<file path="config.mk">
export PLATFORM = sky130hd
export DESIGN_NAME = commit_stage
export DESIGN_NICKNAME = d
export VERILOG_FILES = /design/src/rtl/commit_stage_pkg.sv /design/src/rtl/commit_redirect_fsm.sv /design/src/rtl/commit_stage.sv
export SDC_FILE = /design/constraint.sdc
export NUM_CORES = 1
export LEC_CHECK = 0
export CAP_MARGIN = 20
export CORE_AREA = 5 5 243 245
export DETAILED_ROUTE_END_ITERATION = 8
export DIE_AREA = 0 0 248 250
export GPL_TIMING_DRIVEN = 1
export PLACE_DENSITY_LB_ADDON = 0.1
export SYNTH_ARGS = -nofsm -noshare
export SYNTH_HDL_FRONTEND = slang
export SYNTH_SLANG_ARGS = --single-unit
</file>
<file path="constraint.sdc">
create_clock -name clk -period 2 [get_ports clk]
set_input_delay 0.4 -clock clk [delete_from_list [all_inputs] [get_ports clk]]
set_output_delay 0.4 -clock clk [all_outputs]
set_load 0.03 [all_outputs]
</file>
<file path="src/rtl/commit_stage_pkg.sv">
// Shared types for the commit stage: decoded op enables, trap bundle,
// commit sequencing states and the mtvec mode-bit mask.
package commit_stage_pkg;

    // Write enables carried by the decoded op.
    typedef struct packed {
        logic intRegWriteEnable;
        logic fpRegWriteEnable;
        logic csrWriteEnable;
    } Op;

    // Trap report attached to an executed instruction.
    typedef struct packed {
        logic        valid;
        logic [3:0]  cause;
        logic [31:0] value;
    } TrapInfo;

    // Commit sequencing states.
    typedef enum logic [1:0] {
        RESET      = 2'd0,
        IDLE       = 2'd1,
        TRAP_WRITE = 2'd2,
        REDIRECT   = 2'd3
    } CommitState;

    // Low mtvec bits select the vectoring mode, not part of the handler address.
    localparam logic [31:0] MTVEC_MODE_MASK = 32'h0000_0003;

    // Trap handler base address taken from mtvec (direct mode only).
    function automatic logic [31:0] trap_vector(input logic [31:0] mtvec);
        return mtvec & ~MTVEC_MODE_MASK;
    endfunction

endpackage

</file>
<file path="src/rtl/commit_redirect_fsm.sv">
// Commit sequencing FSM: owns the state register and generates the
// reset/trap/mret/branch redirects, the flush pulse, the stall window and
// the trap CSR update pulse. All outputs except accept/retire are registered.
module commit_redirect_fsm
    import commit_stage_pkg::*;
#(
    parameter logic [31:0] RESET_VECTOR = 32'h8000_0000
) (
    input  logic        clk,
    input  logic        rst_n,
    input  logic        ex_valid,
    input  logic [31:0] ex_pc,
    input  TrapInfo     ex_trap_info,
    input  logic        ex_trap_return,
    input  logic        ex_branch_taken,
    input  logic [31:0] ex_branch_target,
    input  logic [31:0] csr_mtvec,
    input  logic [31:0] csr_mepc,
    output logic        accept,
    output logic        retire,
    output logic        trap_we,
    output logic [31:0] trap_epc,
    output logic [3:0]  trap_cause,
    output logic [31:0] trap_value,
    output logic        redirect_valid,
    output logic [31:0] redirect_pc,
    output logic        flush,
    output logic        stall,
    output CommitState  debug_state
);

    CommitState state;

    assign debug_state = state;

    // Handshake: a bundle is consumed when ex_valid is high at a clock edge
    // while the FSM is IDLE and the registered flush is low; a bundle present
    // during a flush cycle is a squashed younger instruction and is dropped.
    // Upstream must hold its bundle while stall is high (inputs are ignored).
    assign accept = (state == IDLE) && ex_valid && !flush;
    assign retire = accept && !ex_trap_info.valid;

    // Sequencing and registered redirect/flush/stall/trap-pulse generation.
    always_ff @(posedge clk or negedge rst_n) begin
        if (!rst_n) begin
            state          <= RESET;
            trap_we        <= 1'b0;
            trap_epc       <= 32'h0;
            trap_cause     <= 4'h0;
            trap_value     <= 32'h0;
            redirect_valid <= 1'b0;
            redirect_pc    <= 32'h0;
            flush          <= 1'b0;
            stall          <= 1'b0;
        end else begin
            trap_we        <= 1'b0;
            trap_epc       <= 32'h0;
            trap_cause     <= 4'h0;
            trap_value     <= 32'h0;
            redirect_valid <= 1'b0;
            redirect_pc    <= 32'h0;
            flush          <= 1'b0;
            stall          <= 1'b0;
            case (state)
                RESET: begin
                    redirect_valid <= 1'b1;
                    redirect_pc    <= RESET_VECTOR;
                    flush          <= 1'b1;
                    state          <= IDLE;
                end
                IDLE: begin
                    if (accept) begin
                        if (ex_trap_info.valid) begin
                            trap_we    <= 1'b1;
                            trap_epc   <= ex_pc;
                            trap_cause <= ex_trap_info.cause;
                            trap_value <= ex_trap_info.value;
                            stall      <= 1'b1;
                            state      <= TRAP_WRITE;
                        end else if (ex_trap_return) begin
                            redirect_valid <= 1'b1;
                            redirect_pc    <= csr_mepc;
                            flush          <= 1'b1;
                        end else if (ex_branch_taken) begin
                            redirect_valid <= 1'b1;
                            redirect_pc    <= ex_branch_target;
                            flush          <= 1'b1;
                        end
                    end
                end
                TRAP_WRITE: begin
                    redirect_valid <= 1'b1;
                    redirect_pc    <= trap_vector(csr_mtvec);
                    flush          <= 1'b1;
                    stall          <= 1'b1;
                    state          <= REDIRECT;
                end
                REDIRECT: begin
                    state <= IDLE;
                end
                default: begin
                    state <= IDLE;
                end
            endcase
        end
    end

endmodule

</file>
<file path="src/rtl/commit_stage.sv">
// Commit stage: retires one execute-stage bundle per cycle, performing the
// register-file and CSR writes, counting retired instructions and handing
// trap/mret/branch sequencing to commit_redirect_fsm.
// Optional build macro RAFI_COMMIT_TRACE_EN adds a registered retire trace port.
module commit_stage
    import commit_stage_pkg::*;
#(
    parameter logic [31:0] RESET_VECTOR = 32'h8000_0000,
    parameter int          INSTRET_W    = 64
) (
    input  logic                 clk,
    input  logic                 rstN,
    input  logic                 exValid,
    input  logic [31:0]          exPc,
    input  Op                    exOp,
    input  logic [11:0]          exCsrAddr,
    input  logic [4:0]           exDstRegAddr,
    input  logic [31:0]          exDstIntRegValue,
    input  logic [63:0]          exDstFpRegValue,
    input  logic                 exBranchTaken,
    input  logic [31:0]          exBranchTarget,
    input  TrapInfo              exTrapInfo,
    input  logic                 exTrapReturn,
    input  logic [31:0]          exDebugInsn,
    input  logic [31:0]          csrMtvec,
    input  logic [31:0]          csrMepc,
    output logic                 intRegWe,
    output logic [4:0]           intRegAddr,
    output logic [31:0]          intRegValue,
    output logic                 fpRegWe,
    output logic [4:0]           fpRegAddr,
    output logic [63:0]          fpRegValue,
    output logic                 csrWe,
    output logic [11:0]          csrAddr,
    output logic [31:0]          csrValue,
    output logic                 trapWe,
    output logic [31:0]          trapEpc,
    output logic [3:0]           trapCause,
    output logic [31:0]          trapValue,
    output logic                 redirectValid,
    output logic [31:0]          redirectPc,
    output logic                 flush,
    output logic                 stall,
    output logic [INSTRET_W-1:0] instret
`ifdef RAFI_COMMIT_TRACE_EN
    ,
    output logic                 traceValid,
    output logic [31:0]          tracePc,
    output logic [31:0]          traceInsn,
    output logic [63:0]          traceCycle
`endif
);

    logic       accept;
    logic       retire;
    CommitState commit_state;

    commit_redirect_fsm #(
        .RESET_VECTOR(RESET_VECTOR)
    ) u_redirect_fsm (
        .clk             (clk),
        .rst_n           (rstN),
        .ex_valid        (exValid),
        .ex_pc           (exPc),
        .ex_trap_info    (exTrapInfo),
        .ex_trap_return  (exTrapReturn),
        .ex_branch_taken (exBranchTaken),
        .ex_branch_target(exBranchTarget),
        .csr_mtvec       (csrMtvec),
        .csr_mepc        (csrMepc),
        .accept          (accept),
        .retire          (retire),
        .trap_we         (trapWe),
        .trap_epc        (trapEpc),
        .trap_cause      (trapCause),
        .trap_value      (trapValue),
        .redirect_valid  (redirectValid),
        .redirect_pc     (redirectPc),
        .flush           (flush),
        .stall           (stall),
        .debug_state     (commit_state)
    );

    // Writeback of retired bundles and the retired-instruction counter.
    always_ff @(posedge clk or negedge rstN) begin
        if (!rstN) begin
            intRegWe    <= 1'b0;
            intRegAddr  <= 5'h0;
            intRegValue <= 32'h0;
            fpRegWe     <= 1'b0;
            fpRegAddr   <= 5'h0;
            fpRegValue  <= 64'h0;
            csrWe       <= 1'b0;
            csrAddr     <= 12'h0;
            csrValue    <= 32'h0;
            instret     <= '0;
        end else begin
            // r0 is hardwired to zero, so its writes never reach the file.
            intRegWe <= retire && exOp.intRegWriteEnable && (exDstRegAddr != 5'd0);
            fpRegWe  <= retire && exOp.fpRegWriteEnable;
            csrWe    <= retire && exOp.csrWriteEnable;
            if (retire) begin
                intRegAddr  <= exDstRegAddr;
                intRegValue <= exDstIntRegValue;
                fpRegAddr   <= exDstRegAddr;
                fpRegValue  <= exDstFpRegValue;
                csrAddr     <= exCsrAddr;
                csrValue    <= exDstIntRegValue;
                instret     <= instret + INSTRET_W'(1);
            end
        end
    end

`ifdef RAFI_COMMIT_TRACE_EN
    // Trace of every retired or trapping instruction plus a free-running cycle count.
    always_ff @(posedge clk or negedge rstN) begin
        if (!rstN) begin
            traceValid <= 1'b0;
            tracePc    <= 32'h0;
            traceInsn  <= 32'h0;
            traceCycle <= 64'h0;
        end else begin
            traceValid <= accept;
            traceCycle <= traceCycle + 64'd1;
            if (accept) begin
                tracePc   <= exPc;
                traceInsn <= exDebugInsn;
            end
        end
    end
`else
    logic unused_debug_insn;
    assign unused_debug_insn = ^exDebugInsn;
`endif

endmodule

</file>
Word level (Yosys, flattened, before mapping)
Cells that the tools add are included.
Storage, ports and cells
  flip-flop bits (word level): 285
  latch bits: 0
  bits in writable memories: 0
  bits in read-only memories: 0
  bits of input ports: 318
  output and inout port bits: 321
  memories: 0
Operators by class
  $add $sub $neg: 1
  multiply operators: 0
  div/mod/pow operators: 0
  magnitude comparators: 0
  eq/ne operators: 5
  shift-type cells: 0
  multiplexer cells: 26
  bitwise operators: 0
  reduce and logical (&&, ||, !) cells: 14
Operators with widths (count)
  $mux 32: 10
  $pmux 32 s3: 1
  $add 64x1->64 const B: 1
  $mux 4: 3
  $logic_and 1x1->1: 7
  $mux 1: 7
  $pmux 2 s3: 1
  $reduce_bool 5->1: 1
  $eq 2x2->1 const B: 2
  $mux 2: 2
  $pmux 1 s2: 2
  $reduce_or 2->1: 2
  $eq 2x1->1 const B: 1
  $logic_not 1->1: 2
  $logic_not 2->1: 1
  $ne 2x1->1 const B: 1
  $ne 2x2->1 const B: 1
  $reduce_and 2->1: 1

Depth between registers and ports, before layout
Gate-level depths: netlist of run 1.
  word-level depth: 6
  mapped depth: 9
  depth with buffers taken out: 7

Cells and area by module
A second synthesis of run 1 with hierarchy kept.
Second synthesis, totals
  cells, all modules: 871
  area, all modules: 11474.8 µm²
By module, submodules not included
  commit_stage: instances 1, cells each 559, area an instance 7568.5 µm², seq. area each 4504.3 µm²
  commit_redirect_fsm: instances 1, cells each 312, area an instance 3906.2 µm², seq. area each 2627.5 µm²

Worst setup path before layout of run 1
No wires, ideal clock.
  path kind: register to register
  from: register u_redirect_fsm.state[1], in the netlist u_redirect_fsm.debug_state[1]
  to: register instret[19]
  setup time: 0.135 ns
  data arrival time: 1.981 ns
  data required time: 1.865 ns
  slack: -0.116 ns
  stages on the path, launching flop included: 9
  buffers on the path: 1
  path through: dfrtp_1 > inv_1 > ha_1 > nand4bb_1 > buf_2 > nor4_1 > and2_1 > nand3_1 > xnor2_1
On the way
  longest elaborated chain between the ends: 4
RTL lines
  start, declared: RTL line commit_redirect_fsm.sv:32  | CommitState state;
  start signal, assigned: RTL line commit_redirect_fsm.sv:46  | state <= RESET;
  start signal, assigned: RTL line commit_redirect_fsm.sv:69  | state <= IDLE;
  start signal, assigned: RTL line commit_redirect_fsm.sv:79  | state <= TRAP_WRITE;
  $eq 2x1->1: RTL line commit_redirect_fsm.sv:40  | assign accept = (state == IDLE) && ex_valid && !flush;
  $logic_and 1x1->1 (2 in series): RTL line commit_redirect_fsm.sv:40
  $logic_and 1x1->1: RTL line commit_redirect_fsm.sv:41  | assign retire = accept && !ex_trap_info.valid;
  end signal, assigned: RTL line commit_stage.sv:109  | instret <= instret + INSTRET_W'(1);
  end, declared: RTL line commit_stage.sv:44  | output logic [INSTRET_W-1:0] instret
No other way between the ends.
A chain may end at the register's enable or synchronous reset.

Worst setup path in the final report of run 1
  from: register u_redirect_fsm.trap_value[2]
  to: output port trapValue[2]
RTL lines
  start, declared: RTL line commit_redirect_fsm.sv:24  | output logic [31:0] trap_value,
  start signal, assigned: RTL line commit_redirect_fsm.sv:77  | trap_value <= ex_trap_info.value;
  end, declared: RTL line commit_stage.sv:39  | output logic [31:0] trapValue,
No word-level cell between the ends.

==> insert_results.sql, run 1 <==
INSERT INTO impl_metrics (metric_group, metric, value, unit) VALUES
('run_status', 'outcome', 'finished clean', ''),
('final_layout', 'layout.cells.non_filler', '2555', ''),
('cts', 'cts-root-to-sink-buffers', '3', ''),
('cts', 'clockRootBuffer', 'sky130_fd_sc_hd__clkbuf_16', ''),
('sta', 'tightest_slew_margin_relative_to_the_limit', '0.6891', ''),
('placed_design', 'dp.final_hpwl', '39.91', 'mm'),
('route', 'drt.antenna.violating_nets', '0', ''),
('sta', 'setup_viol_count_final', '0', ''),
('yosys', 'syn_area_per_cell', '10.25', 'µm²'),
('power_and_ir_drop', 'seq_power_share', '0.336', ''),
('yosys', 'syn-num-nets', '1442', ''),
('die', 'placement_rows', '88', ''),
('final_layout', 'final_cell_mix', '397 x sky130_fd_sc_hd__nand2_1, 295 x sky130_fd_sc_hd__clkdlybuf4s50_1, 285 x sky130_fd_sc_hd__dlygate4sd2_1', ''),
('setup_path', 'critPathLaunchType', 'flip-flop', ''),
('cts', 'htree_levels', '2', ''),
('hold_path', 'hold_class', 'in2async', ''),
('setup_path', 'cp_data_arrival_time', '1560', 'ps'),
('power_and_ir_drop', 'totalPowerFinal', '23.50', 'mW'),
('power_and_ir_drop', 'power.switching_fraction', '0.4027', ''),
('final_layout', 'layout_net_count', '2090', ''),
('yosys', 'syn-cell-area', '11450', 'µm²'),
('route', 'drt_first_pass_iters', '4', ''),
('yosys', 'post_synth_edffs', '0', ''),
('yosys', 'synth-warning-count', '0', ''),
('placed_design', 'buffer_ports.inserted', '604', ''),
('grt', 'wire_length_of_the_first_global_routing_pass', '73.02', 'mm'),
('die', 'start_util', '0.2012', ''),
('power_and_ir_drop', 'powerDensity', '1185', 'nW/µm²'),
('route', 'postRouteWirelength', '50.37', 'mm'),
('setup_path', 'setup.reg_to_reg.worst_slack', '120', 'ps'),
('setup_path', 'setup.worst_path.end_class', 'output pin', ''),
('setup_path', 'critPathTopFamily', 'buffers and inverters', ''),
('cts', 'numClockSinks', '285', ''),
('sta', 'fmax', '509.9', 'MHz'),
('yosys', 'yosysUniqueCellTypes', '38', ''),
('placed_design', 'number_of_cells_in_the_design_after_placement', '2485', ''),
('sta', 'drv_slew', '0', ''),
('yosys', 'synth-seq-cells', '285', ''),
('grt', 'grt_pass1_vias', '10679', ''),
('die', 'design.portCount', '639', ''),
('setup_path', 'crit_path_top_delay_cell', 'sky130_fd_sc_hd__clkdlybuf4s50_1', ''),
('grt', 'gr-total-overflow', '0', ''),
('yosys', 'dominantRegCellSynth', 'sky130_fd_sc_hd__dfrtp_1', ''),
('route', 'post_drt_via_cell_ratio', '3.989', ''),
('final_layout', 'layout.cells.most_common', 'sky130_fd_sc_hd__nand2_1', ''),
('cts', 'cts.reportedPaths.clkPinSlew', '60', 'ps'),
('power_and_ir_drop', 'peakVddDrop', '0.5822', 'mV'),
('run', 'maxcap_violations', '0', ''),
('yosys', 'synth-async-reset-ratio', '1.000', ''),
('setup_path', 'cp_cell_sequence', 'clkdlybuf4s50_1', ''),
('route', 'routed-via-count', '10191', ''),
('sta', 'finalCritPeriodShare', '0.9806', ''),
('setup_path', 'slowest_delay', '690', 'ps'),
('sta', 'worst-slew-pin-transition', '464.3', 'ps'),
('grt', 'maximum_number_of_pins_on_one_net_before_global_route_repair', '76', ''),
('power_and_ir_drop', 'p_int', '14.04', 'mW'),
('power_and_ir_drop', 'share_clk_of_total_power', '0.268', ''),
('power_and_ir_drop', 'power.combinational.fraction', '0.396', ''),
('setup_path', 'required', '1600', 'ps'),
('final_layout', 'area.growth.synth_to_final', '73.12', '%'),
('grt', 'antenna_found_initial', '14', ''),
('yosys', 'gate_count_post_synth', '1117', ''),
('placed_design', 'globalplace.congestion', '0.8074', ''),
('cts', 'clk-insertion-delay-late', '540', 'ps'),
('die', 'dieArea', '62000', 'µm²'),
('sta', 'period_minus_slack', '1961', 'ps'),
('cts', 'cts_inserted_buffers', '36', ''),
('final_layout', 'fill_cells', '5918', ''),
('setup_path', 'setup.worst_path.class', 'reg2out', ''),
('final_layout', 'drive_gt1_frac', '0.09473', ''),
('route', 'wl_per_cell', '19.72', 'µm');
## path summary, 6_finish.rpt
path / from / end / cells after the start
hold reg to reg: instret[63] / instret[63] / 1
min in group clk: exDstIntRegValue[25] / csrValue[25] / 3
hold / removal: rstN / instret[13] / 2
setup reg to reg: u_redirect_fsm.debug_state[1] / instret[52] / 8
max in group asynchronous: rstN / u_redirect_fsm.trap_value[27] / 4
setup / recovery: u_redirect_fsm.trap_value[2] / trapValue[2] / 1
## metal layers
layer  track usage  wire length [µm]  up-vias
met3       0.07400              5104       77
met2        0.2770             25750      338
met4       0.03789              1029       18
met1        0.1723             18340     4905
met5             0               152        -
li1              -                 -     4853
## power groups by stage
stage	sequential [mW]	clock [mW]	combinational (mW)
5_1_grt	8.09	6.80	9.94
4_1_cts	7.92	6.58	9.52
6_report	7.90	6.30	9.30
3_5_place_dp	8.05	0	10.6
3_3_place_gp	8.02	0	10.6
2_1_floorplan	10.7	0	2.84
## cells in the mapped netlist, drive strengths merged, types with 2 or more instances
| cell type | count | share of area |
|---|---|---|
| o21ai | 32 | 0.014 |
| buf | 46 | 0.028 |
| nor3 | 16 | 0.0074 |
| xnor2 | 32 | 0.024 |
| or3 | 2 | 0.0011 |
| xor2 | 31 | 0.024 |
| nand2 | 397 | 0.13 |
| a22oi | 30 | 0.020 |
| and2 | 73 | 0.040 |
| and3 | 4 | 0.0022 |
| nand4 | 25 | 0.017 |
| nand2b | 2 | 0.0011 |
| nand3 | 22 | 0.010 |
| inv | 11 | 0.0036 |
| ha | 7 | 0.0076 |
| nor4 | 14 | 0.014 |
| clkbuf | 40 | 0.013 |
| nor2b | 2 | 0.0011 |
| a21oi | 3 | 0.0013 |
| dfrtp | 285 | 0.62 |
| nor2 | 34 | 0.011 |
## repair_timing
item                                    CTS  global route
pin swaps                                 1             7
endpoints found under the setup margin  298            65
hold buffers                              1             0
setup buffers                             2             4
resized for setup                       291            34
hold endpoints to repair                 27             0
## area by class of cell
type                            instances  area (µm²)  share of cell area
Antenna cell                            6       15.01           0.0007571
Multi-Input combinational cell        735        3909              0.1971
Sequential cell                       285        7133              0.3597
Tap cell                              765       957.2             0.04827
Clock buffer                           49       999.7             0.05041
Clock inverter                          8       123.9            0.006246
Inverter                               11       41.29            0.002082
Timing Repair Buffer                  696        6651              0.3354
## registers in the layout, summed over array words and instances (netlist names)
name	count
u_redirect_fsm.trap_we	1
u_redirect_fsm.flush	1
instret	64
u_redirect_fsm.stall	1
csrValue	32
fpRegValue	64
fpRegAddr	5
u_redirect_fsm.debug_state	2
intRegWe	1
csrWe	1
u_redirect_fsm.trap_cause	4
u_redirect_fsm.redirect_pc	32
u_redirect_fsm.trap_value	32
fpRegWe	1
csrAddr	12
u_redirect_fsm.trap_epc	32
## cells by family after synthesis
group	synth area share
and+or+nand+nor	0.2401
AOI/OAI and AO/OA	0.03714
xor gates and xnor gates	0.04817
buffers and inverters	0.04435
adders and majority gates	0.007646
DFF	0.6226
## stage by stage
step	TNS (ps)	hold slack [ps]	util	area (µm²)
2_1_floorplan	0	104.4	-	11460
4_1_cts	-66.04	334.0	0.3457	19680
3_5_place_dp	-18320	339.9	0.3315	18870
3_3_place_gp	-14490	336.9	0.3315	18870
5_1_grt	-343.5	357.0	0.3481	19820
6_report	0	366.1	0.3484	19830
(Power assumes the default switching activity.)
==> run 2: changes to the inputs <==
Settings changed: ABC_CLOCK_PERIOD_IN_PS set to 2000, CTS_CLUSTER_DIAMETER set to 150, PLACE_DENSITY_LB_ADDON 0.1 to not set.
==> insert_results.sql, run 2 (synthesized netlist as in run 1, its figures left out) <==
INSERT INTO impl_metrics (metric_group, metric, value, unit) VALUES
('run_status', 'outcome', 'complete, but fails checks', ''),
('run_status', 'violations', 'setup timing', ''),
('sta', 'hold_slack', '379.6', 'ps'),
('final_layout', 'antennaDiodeCount', '0', ''),
('setup_path', 'setup.reg_to_reg.worst_slack', '-20', 'ps'),
('sta', 'final_hold_viol_count', '0', ''),
('sta', 'drv_slew', '0', ''),
('placed_design', 'placement.setup.worst_slack', '-365.4', 'ps'),
('final_layout', 'area.growth.synth_to_final', '72.94', '%'),
('setup_path', 'critPathLaunchType', 'flip-flop', ''),
('route', 'routed-via-count', '10282', ''),
('grt', 'grt_pass1_vias', '10866', ''),
('placed_design', 'number_of_cells_in_the_design_after_placement', '2478', ''),
('sta', 'setup_ws', '-21.89', 'ps'),
('sta', 'setup_viol_count_final', '1', ''),
('setup_path', 'setup.worst_path.class', 'reg2reg', ''),
('sta', 'fmax', '494.6', 'MHz'),
('route', 'wl_per_cell', '17.23', 'µm'),
('setup_path', 'critical_path.reg2reg.startpoint', 'u_redirect_fsm.debug_state[1]', ''),
('sta', 'rsz0062_at_grt', 'yes', ''),
('final_layout', 'area_taken_by_multi_input_logic_gates', '3945', 'µm²'),
('setup_path', 'max_fo_critical_path', '7', ''),
('power_and_ir_drop', 'power_leakage', '10.40', 'nW'),
('power_and_ir_drop', 'powerDensity', '1180', 'nW/µm²'),
('die', 'placement_rows', '88', ''),
('cts', 'cts_inserted_buffers', '35', ''),
('final_layout', 'layout.cells.most_common', 'sky130_fd_sc_hd__nand2_1', ''),
('cts', 'clockRootBuffer', 'sky130_fd_sc_hd__clkbuf_16', ''),
('power_and_ir_drop', 'peakVddDrop', '0.7318', 'mV'),
('final_layout', 'reg_top3', 'fpRegValue: 64 flops, instret: 64 flops', ''),
('cts', 'numClockSinks', '285', ''),
('die', 'design.portCount', '639', ''),
('final_layout', 'final_cell_mix', '397 x sky130_fd_sc_hd__nand2_1, 324 x sky130_fd_sc_hd__clkdlybuf4s50_1, 283 x sky130_fd_sc_hd__dfrtp_1', ''),
('grt', 'maximum_number_of_pins_on_one_net_before_global_route_repair', '69', ''),
('final_layout', 'layout.cells.non_filler', '2546', ''),
('setup_path', 'setup.worst_path.end_class', 'flip-flop', ''),
('grt', 'wire_length_of_the_first_global_routing_pass', '65.17', 'mm'),
('run', 'maxcap_violations', '0', ''),
('grt', 'globalRouteTotalUtil', '0.1348', ''),
('setup_path', 'ff2ff_path_depth', '10', ''),
('setup_path', 'crit_path_top_delay_cell', 'sky130_fd_sc_hd__dfrtp_1', ''),
('sta', 'fin_setup_tns', '-21.89', 'ps'),
('final_layout', 'layout_net_count', '2081', ''),
('placed_design', 'buffer_ports.inserted', '604', ''),
('grt', 'antenna_found_initial', '0', ''),
('sta', 'finalCritPeriodShare', '1.011', ''),
('setup_path', 'slowest_delay', '390', 'ps'),
('setup_path', 'critPathTopFamily', 'simple AND/OR/NAND/NOR gates', ''),
('route', 'post_drt_via_cell_ratio', '4.038', ''),
('cts', 'cts.reportedPaths.clkPinSlew', '60', 'ps'),
('final_layout', 'fill_cells', '5813', ''),
('route', 'drc', '0', ''),
('setup_path', 'cp_cell_sequence', 'inv_2, ha_4, nand4bb_4, buf_4, buf_4, nor3_1, nand4_1, buf_6, nor4_2, xor2_1', ''),
('route', 'drt.antenna.violating_nets', '0', ''),
('final_layout', 'register_area', '7134', 'µm²'),
('die', 'coreArea', '56920', 'µm²'),
('cts', 'cts-root-to-sink-buffers', '3', ''),
('hold_path', 'hold_class', 'in2async', ''),
('setup_path', 'buffers_plus_inverters_on_the_worst_setup_path', '4', ''),
('sta', 'tightest_slew_margin_relative_to_the_limit', '0.6885', ''),
('placed_design', 'globalplace.congestion', '0.8149', ''),
('final_layout', 'drive_gt1_frac', '0.09826', ''),
('die', 'start_util', '0.2012', ''),
('route', 'drt_first_pass_iters', '5', ''),
('cts', 'htree_levels', '2', ''),
('setup_path', 'worstReg2RegEnd', 'instret[59]', ''),
('sta', 'worst-slew-pin-transition', '469.1', 'ps'),
('setup_path', 'required', '2460', 'ps'),
('setup_path', 'cp_data_arrival_time', '2480', 'ps'),
('cts', 'clk-insertion-delay-late', '540', 'ps'),
('grt', 'gr-total-overflow', '0', ''),
('power_and_ir_drop', 'totalPowerFinal', '23.38', 'mW'),
('setup_path', 'crit_top_cell', 'sky130_fd_sc_hd__buf_4', ''),
('die', 'die_height', '250', 'µm'),
('route', 'dr.first_iter.drc_count', '400', ''),
('sta', 'period_minus_slack', '2022', 'ps'),
('die', 'chipWidth', '248', 'µm'),
('cts', 'tritoncts_clock_tree', 'done', ''),
('die', 'dieArea', '62000', 'µm²'),
('placed_design', 'dp.final_hpwl', '34.54', 'mm'),
('sta', 'timing.clock.skew', '24.42', 'ps'),
('setup_path', 'critical_path_cell_count', '10', ''),
('route', 'postRouteWirelength', '43.86', 'mm');
==> run 2: routing by layer <==
layer / up-vias / routed length [µm] / track usage
met4: 0 / 1143 / 0.03583
met5: - / 0 / 0
met1: 4948 / 16010 / 0.1500
met3: 71 / 4035 / 0.04616
met2: 439 / 22670 / 0.2441
li1: 4824 / - / -
==> run 2: worst max path at each step <==
stage	slack [ps]	start	endpoint
6_report	-20	u_redirect_fsm.debug_state[1]	instret[59]
2_1_floorplan	7	instret[1]	instret[54]
4_1_cts	0.7	u_redirect_fsm.trap_epc[15]	trapEpc[15]
3_5_place_dp	-370	exValid	instret[58]
5_1_grt	-180	u_redirect_fsm.debug_state[1]	instret[52]
3_3_place_gp	-340	exValid	instret[58]
==> run 2: report_power, final <==
| group | total (mW) | switching [mW] | internal, mW | leakage [nW] |
|---|---|---|---|---|
| Combinational | 9.29 | 6.02 | 3.26 | 6.08 |
| Clock | 6.16 | 2.53 | 3.63 | 0.560 |
| Sequential | 7.93 | 0.771 | 7.16 | 3.76 |
==> run 2: worst reg2reg max path: stages (launching register included) <==
cell and delay, ps:
sky130_fd_sc_hd__dfrtp_1 390, sky130_fd_sc_hd__inv_2 80, sky130_fd_sc_hd__ha_4 140, sky130_fd_sc_hd__nand4bb_4 170
sky130_fd_sc_hd__buf_4 180, sky130_fd_sc_hd__buf_4 140, sky130_fd_sc_hd__nor3_1 220, sky130_fd_sc_hd__nand4_1 140
sky130_fd_sc_hd__buf_6 180, sky130_fd_sc_hd__nor4_2 160, sky130_fd_sc_hd__xor2_1 160
==> run 2: timing repair <==
item                                    in CTS  in global routing
hold endpoints to repair                    31                  0
buffers inserted                             1                  5
endpoints found under the setup margin     271                 55
gates resized for setup                    257                 50
hold buffers                                 1                  0
gates cloned                                 0                  0
pin swaps                                    2                 11
==> run 2: final cells by class <==
| cell class | count | share of cell area |
|---|---|---|
| Tap cell | 765 | 0.04832 |
| Clock inverter | 15 | 0.006190 |
| Clock buffer | 47 | 0.05009 |
| Timing Repair Buffer | 688 | 0.3341 |
| Multi-Input combinational cell | 735 | 0.1991 |
| Inverter | 11 | 0.002084 |
| Sequential cell | 285 | 0.3601 |
==> run 2: through the flow <==
step,util,area (µm²)
after floorplan,-,11460
after global placement,0.3299,18780
after detailed placement,0.3299,18780
after CTS,0.3445,19610
after global routing,0.3480,19810
final,0.3480,19810
